[src/rtl/channel_noise.sv]
// channel_noise: adds scaled sum-of-four-uniform LFSR noise to an I/Q stream.
// Two-stage pipeline: stage 1 captures data and scaled noise, stage 2 adds and saturates.
module channel_noise #(
    parameter int unsigned NBT_OUT = 8,
    parameter int unsigned NBF_OUT = 6,
    parameter logic [14:0] SEED_I  = 15'h2A5B,
    parameter logic [14:0] SEED_Q  = 15'h1C37
) (
    input  logic                      clk,
    input  logic                      i_reset,
    input  logic signed [NBT_OUT-1:0] i_data_I,
    input  logic signed [NBT_OUT-1:0] i_data_Q,
    input  logic                      i_valid,
    input  logic                      i_noise_en,
    input  logic [2:0]                i_noise_shift,
    output logic signed [NBT_OUT-1:0] o_data_I,
    output logic signed [NBT_OUT-1:0] o_data_Q,
    output logic                      o_valid
);

    localparam int unsigned LW = 15;   // LFSR width
    localparam int unsigned NL = 4;    // LFSRs per branch
    localparam int unsigned NB = 2;    // branches: 0 = I, 1 = Q
    localparam int unsigned UW = 8;    // uniform sample width
    localparam int unsigned NW = 10;   // branch noise width
    localparam int unsigned SW = ((NBT_OUT > NW) ? NBT_OUT : NW) + 1;

    localparam logic signed [SW-1:0] SAT_MAX = SW'((1 << (NBT_OUT - 1)) - 1);
    localparam logic signed [SW-1:0] SAT_MIN = ~SAT_MAX;

    localparam logic [NB-1:0][LW-1:0] SEED_BASE = {SEED_Q, SEED_I};

    // Data and noise share the same LSB weight, so the fractional width only constrains the format.
    if (NBF_OUT >= NBT_OUT) begin : g_bad_format
    end

    // Per-LFSR seed: base xor k*0x1357, never all-zero.
    function automatic logic [LW-1:0] lfsr_seed(input logic [LW-1:0] base, input int unsigned k);
        logic [LW-1:0] s;
        s = base ^ LW'(k * 32'h1357);
        if (s == '0) begin
            s = LW'(1);
        end
        return s;
    endfunction

    logic [NB-1:0][NL-1:0][LW-1:0] lfsr_q, lfsr_d;
    logic [NB-1:0][NW-1:0]         noise_scl_c;
    logic [NB-1:0][NBT_OUT-1:0]    s1_data_q, s1_data_d;
    logic [NB-1:0][NW-1:0]         s1_noise_q, s1_noise_d;
    logic                          s1_valid_q;
    logic [NB-1:0][NBT_OUT-1:0]    out_data_q, out_data_d;
    logic                          out_valid_q;

    // LFSR advance on valid samples and branch noise from the pre-advance state.
    always_comb begin
        logic signed [NW-1:0] acc;
        lfsr_d      = lfsr_q;
        noise_scl_c = '0;
        acc         = '0;
        for (int b = 0; b < NB; b++) begin
            acc = '0;
            for (int k = 0; k < NL; k++) begin
                acc = acc + {{(NW-UW){lfsr_q[b][k][LW-1]}}, lfsr_q[b][k][LW-1 -: UW]};
                if (i_valid) begin
                    lfsr_d[b][k] = {lfsr_q[b][k][LW-2:0], lfsr_q[b][k][LW-1] ^ lfsr_q[b][k][LW-2]};
                end
            end
            noise_scl_c[b] = acc >>> i_noise_shift;
        end
    end

    // Stage 1 capture: data plus scaled (or zeroed) noise on each valid sample.
    always_comb begin
        s1_data_d  = s1_data_q;
        s1_noise_d = s1_noise_q;
        if (i_valid) begin
            s1_data_d[0] = i_data_I;
            s1_data_d[1] = i_data_Q;
            for (int b = 0; b < NB; b++) begin
                s1_noise_d[b] = i_noise_en ? noise_scl_c[b] : '0;
            end
        end
    end

    // Stage 2: widened add and saturation to the output range.
    always_comb begin
        logic signed [SW-1:0] sum;
        logic signed [SW-1:0] clip;
        out_data_d = out_data_q;
        sum        = '0;
        clip       = '0;
        for (int b = 0; b < NB; b++) begin
            sum = {{(SW-NBT_OUT){s1_data_q[b][NBT_OUT-1]}}, s1_data_q[b]}
                + {{(SW-NW){s1_noise_q[b][NW-1]}}, s1_noise_q[b]};
            if (sum > SAT_MAX) begin
                clip = SAT_MAX;
            end else if (sum < SAT_MIN) begin
                clip = SAT_MIN;
            end else begin
                clip = sum;
            end
            if (s1_valid_q) begin
                out_data_d[b] = clip[NBT_OUT-1:0];
            end
        end
    end

    // LFSR bank state; reset reloads the seeds.
    always_ff @(posedge clk or negedge i_reset) begin
        if (!i_reset) begin
            for (int b = 0; b < NB; b++) begin
                for (int unsigned k = 0; k < NL; k++) begin
                    lfsr_q[b][k] <= lfsr_seed(SEED_BASE[b], k);
                end
            end
        end else begin
            lfsr_q <= lfsr_d;
        end
    end

    // Pipeline registers; reset discards any in-flight sample.
    always_ff @(posedge clk or negedge i_reset) begin
        if (!i_reset) begin
            s1_data_q   <= '0;
            s1_noise_q  <= '0;
            s1_valid_q  <= 1'b0;
            out_data_q  <= '0;
            out_valid_q <= 1'b0;
        end else begin
            s1_data_q   <= s1_data_d;
            s1_noise_q  <= s1_noise_d;
            s1_valid_q  <= i_valid;
            out_data_q  <= out_data_d;
            out_valid_q <= s1_valid_q;
        end
    end

    assign o_data_I = out_data_q[0];
    assign o_data_Q = out_data_q[1];
    assign o_valid  = out_valid_q;

endmodule

[config.mk]
export PLATFORM = sky130hd
export DESIGN_NAME = channel_noise
export DESIGN_NICKNAME = d
export VERILOG_FILES = /design/src/rtl/channel_noise.sv
export SDC_FILE = /design/constraint.sdc
export NUM_CORES = 1
export LEC_CHECK = 0
export CORE_UTILIZATION = 55
export DETAILED_ROUTE_END_ITERATION = 16
export PLACE_DENSITY = 0.76
export SLEW_MARGIN = 20
export SYNTH_ARGS = -nofsm -noshare
export SYNTH_HDL_FRONTEND = slang
export SYNTH_SLANG_ARGS = --single-unit
[constraint.sdc]
create_clock -name clk -period 4.2 [get_ports clk]
set_input_delay 0.84 -clock clk [delete_from_list [all_inputs] [get_ports clk]]
set_output_delay 0.84 -clock clk [all_outputs]
set_load 0.01 [all_outputs]
==> impl_metrics.ini, run 1 <==
[detailed_routing]
routedWlPerCell_um = 15.1
wirelength_mm = 18.0
drc_errors = 0
drtIter0Drc = 439
vias_per_cell = 5.53
num_vias = 6564
ant_nets = 0
dr.pass1.iters = 5

[timing]
tns_ns = 0
hold-worst-slack_ns = 0.446
fmax_ghz = 0.259
finalHoldViolCount = 0
worst_pin_slew_ns = 0.861
timing.final.crit_share_pct = 91.8
skew_ns = 0.0134
rsz0062_at_grt = false
drv_slew = 0
finalSetupViolCount = 0
fin_crit_ns = 3.86
slew_headroom_pct = 42.6

[finish]
final_cell_mix = dfrtp_1 (118), inv_1 (97), nand2_1 (88), mux2_2 (78), o21ai_0 (70)
drive_gt1_share_pct = 20.9
final_area_um2 = 11000
fin_util_pct = 63.5
final_common_cell = dfrtp_1
areaGrowthSynthToFinish_pct = 12.4
fillCellCount = 1383
nets = 1046
n_antenna_cell = 0

[critical_path]
r2r_slack_ns = 0.34
cp-end-kind = flop
slowest_stage = dfstp_2
crit_type = reg2reg
cp-start-kind = flop
required_ns = 4.52
crit_path_max_incr_delay_ns = 0.53
r2r_cells = 12
worstPathArrival_ns = 4.18
startpoint = lfsr_q[23]
crit_top_cell = fa_1
cp_max_fo = 4
crit_chain = inv_1 -> fa_1 -> fa_1 -> inv_1 -> ha_1 -> fa_1 -> a21o_1 -> a221oi_2 -> xor2_1 -> nor2_1 -> o31a_1 -> a221o_1
critPathCapture = s1_noise_q[5]
r2r-end = s1_noise_q[5]
reg2reg_from = lfsr_q[23]

[logic_synthesis]
syn_nets = 1017
ys.flop_type = dfrtp_1
yosysSeqAreaShare_pct = 45.1
synth_cell_type_count = 71
ys_seq_elements = 174
synth_edf_count = 0
synth_top_cell_area_share_pct = 30.1
yosys.area.top_type = dfrtp_1
synthArstFlopShare_pct = 100
syn_inst = 920
synth_area_per_cell_um2 = 10.7
synth.top_cells.by_area = dfrtp_1 (30%), dfstp_2 (15%), mux2_2 (9.0%)
syn_area_um2 = 9810
ys_warn_count = 0

[global_routing]
grt_pass1_wl_mm = 30.6
globalRouteOverflowTotal = 0
grt_use_total_pct = 21.2
antenna_found_initial = 0
grt_pass1_vias = 6513
grt_max_degree = 137

[status]
status = finished clean

[floorplanning]
chipWidth_um = 136
core-area_um2 = 17400
start_util_pct = 56.5
rows = 48
die_area_um2 = 18400
die_h_um = 136
top_level_ports = 40

[placement]
port_buffers = 39
post_dp_cell_area_um2 = 10400
dp_hpwl_mm = 12.4
gp_routability_congestion = 0.870

[clock_tree]
cts_buffer_depth = 2
cts_hold_buf = 0
clock_sinks = 174
cts_buffers = 17
clk_pin_slew_worst_paths_ns = 0.08
cts_root_buffer = clkbuf_16
post-cts-setup-buffers = 0
post_cts_resized = 0
tritoncts = yes
clkLatencyLatePin_ns = 0.44
cts_max_level = 4

[power]
power.density_nw_per_um2 = 903
peakVddDrop_v = 0.000407
leakagePower_nw = 4.81
power_mw = 9.96

[min_path]
hold_path.class = in2async

[flow_run]
maxCapViolations = 0
## synthesized netlist by cell type, drive strengths merged (3+ instances only)
master and count:
a2111oi 4, a211oi 17, a21o 11, a21oi 48, a221o 3, a31oi 3
and3 7, buf 3, clkbuf 34, dfrtp 118, dfstp 56, fa 36
ha 38, inv 97, mux2 79, mux2i 5, nand2 88, nand2b 7
nand3 7, nor2 56, nor3 7, o211ai 9, o21a 3, o21ai 76
o221ai 4, o22ai 10, o2bb2ai 10, o31ai 6, or2 3, xnor2 22
xor2 15
## through the flow
step	worst slack, ns	cells
floorplan	0.528	920
global placement	0.424	1155
detailed placement	0.371	1155
CTS	0.344	1187
global route	0.109	1187
finish	0.344	1187
## worst min-delay path by stage
stage                          start          to  cells past startpoint
after floorplan           s1_valid_q     o_valid                      0
after global placement    lfsr_q[68]  lfsr_q[69]                      2
after detailed placement  lfsr_q[40]  lfsr_q[41]                      2
after CTS                    i_reset  lfsr_q[58]                      1
after global routing      lfsr_q[40]  lfsr_q[41]                      2
final                        i_reset  lfsr_q[58]                      1
## sequential cells by signal, summed over array words and instances, names as in the netlist
register	flops
s1_valid_q	1
lfsr_q	120
s1_data_q	16
s1_noise_q	20
o_data_I	8
o_data_Q	8
o_valid	1
## cell type report
type                    instances  area (µm²)  area share (%)
clock buffers                  18         439            3.98
well taps                     225         282            2.55
repair buffers                 47         478            4.33
flip-flops and latches        174        4420            40.1
clock inverters                14         161            1.46
inverters                      99         372            3.37
multi-input cells             610        4870            44.2
## worst max-delay path: cells and delay by family (launching register included)
kind                     cells  cell delay [ns]
flip-flops                   1             0.53
buffers and inverters        2             0.10
adder cells (fa/ha/maj)      4             1.65
XOR/XNOR                     1             0.31
AND/OR/NAND/NOR              1             0.07
AO/OA/AOI/OAI                4             1.08
## power by group
| part | total (mW) | switching (mW) | internal (mW) | leakage, nW |
|---|---|---|---|---|
| clock network | 1.61 | 0.747 | 0.868 | 0.292 |
| logic | 5.56 | 3.06 | 2.50 | 2.48 |
| registers | 2.78 | 0.367 | 2.42 | 2.04 |
## kinds of logic (layout without fill, tap and decap cells)
group / Yosys count / count (layout) / share of synthesized area (%)
AO/OA/AOI/OAI: 230 / 230 / 16.2
XOR/XNOR: 37 / 37 / 3.30
adder cells (fa/ha/maj): 74 / 74 / 12.2
buffers and inverters: 136 / 178 / 5.23
flip-flops: 174 / 174 / 45.1
multiplexers: 85 / 85 / 9.85
AND/OR/NAND/NOR: 184 / 184 / 8.08
## routing by layer
layer	wire (µm)	vias to the layer above	share of wire, %	track usage [%]
met5	0	-	0	0
met2	8810	94	49	36.2
met4	306	0	1.7	7.05
met1	8320	3205	46	26.8
li1	-	3241	-	-
met3	521	24	2.9	4.56
Power figures use the tool's default switching activity.
==> inputs of run 2 (changes only) <==
==> constraint.sdc (replaced) <==
create_clock -name clk -period 4.2 [get_ports clk]
set_input_delay 0.84 -clock clk [delete_from_list [all_inputs] [get_ports clk]]
set_output_delay 0.84 -clock clk [all_outputs]
set_load 0.1 [all_outputs]
==> results of run 2 <==
The final DEF is identical to that of run 1. Status: finished clean.
Power of run 2 is not shown: default switching activity piles up to over one toggle a cycle in this logic, so the estimate is an artifact.
==> inputs of run 3 (changes only) <==
--- a/config.mk
+++ b/config.mk
@@ -5,6 +5,7 @@
 export SDC_FILE = /design/constraint.sdc
 export NUM_CORES = 1
 export LEC_CHECK = 0
+export CAP_MARGIN = 30
 export CORE_UTILIZATION = 55
 export DETAILED_ROUTE_END_ITERATION = 16
 export PLACE_DENSITY = 0.76
==> results of run 3 <==
The final DEF is identical to that of run 1. Status: finished clean.
Power of run 3 is left out for the same reason.
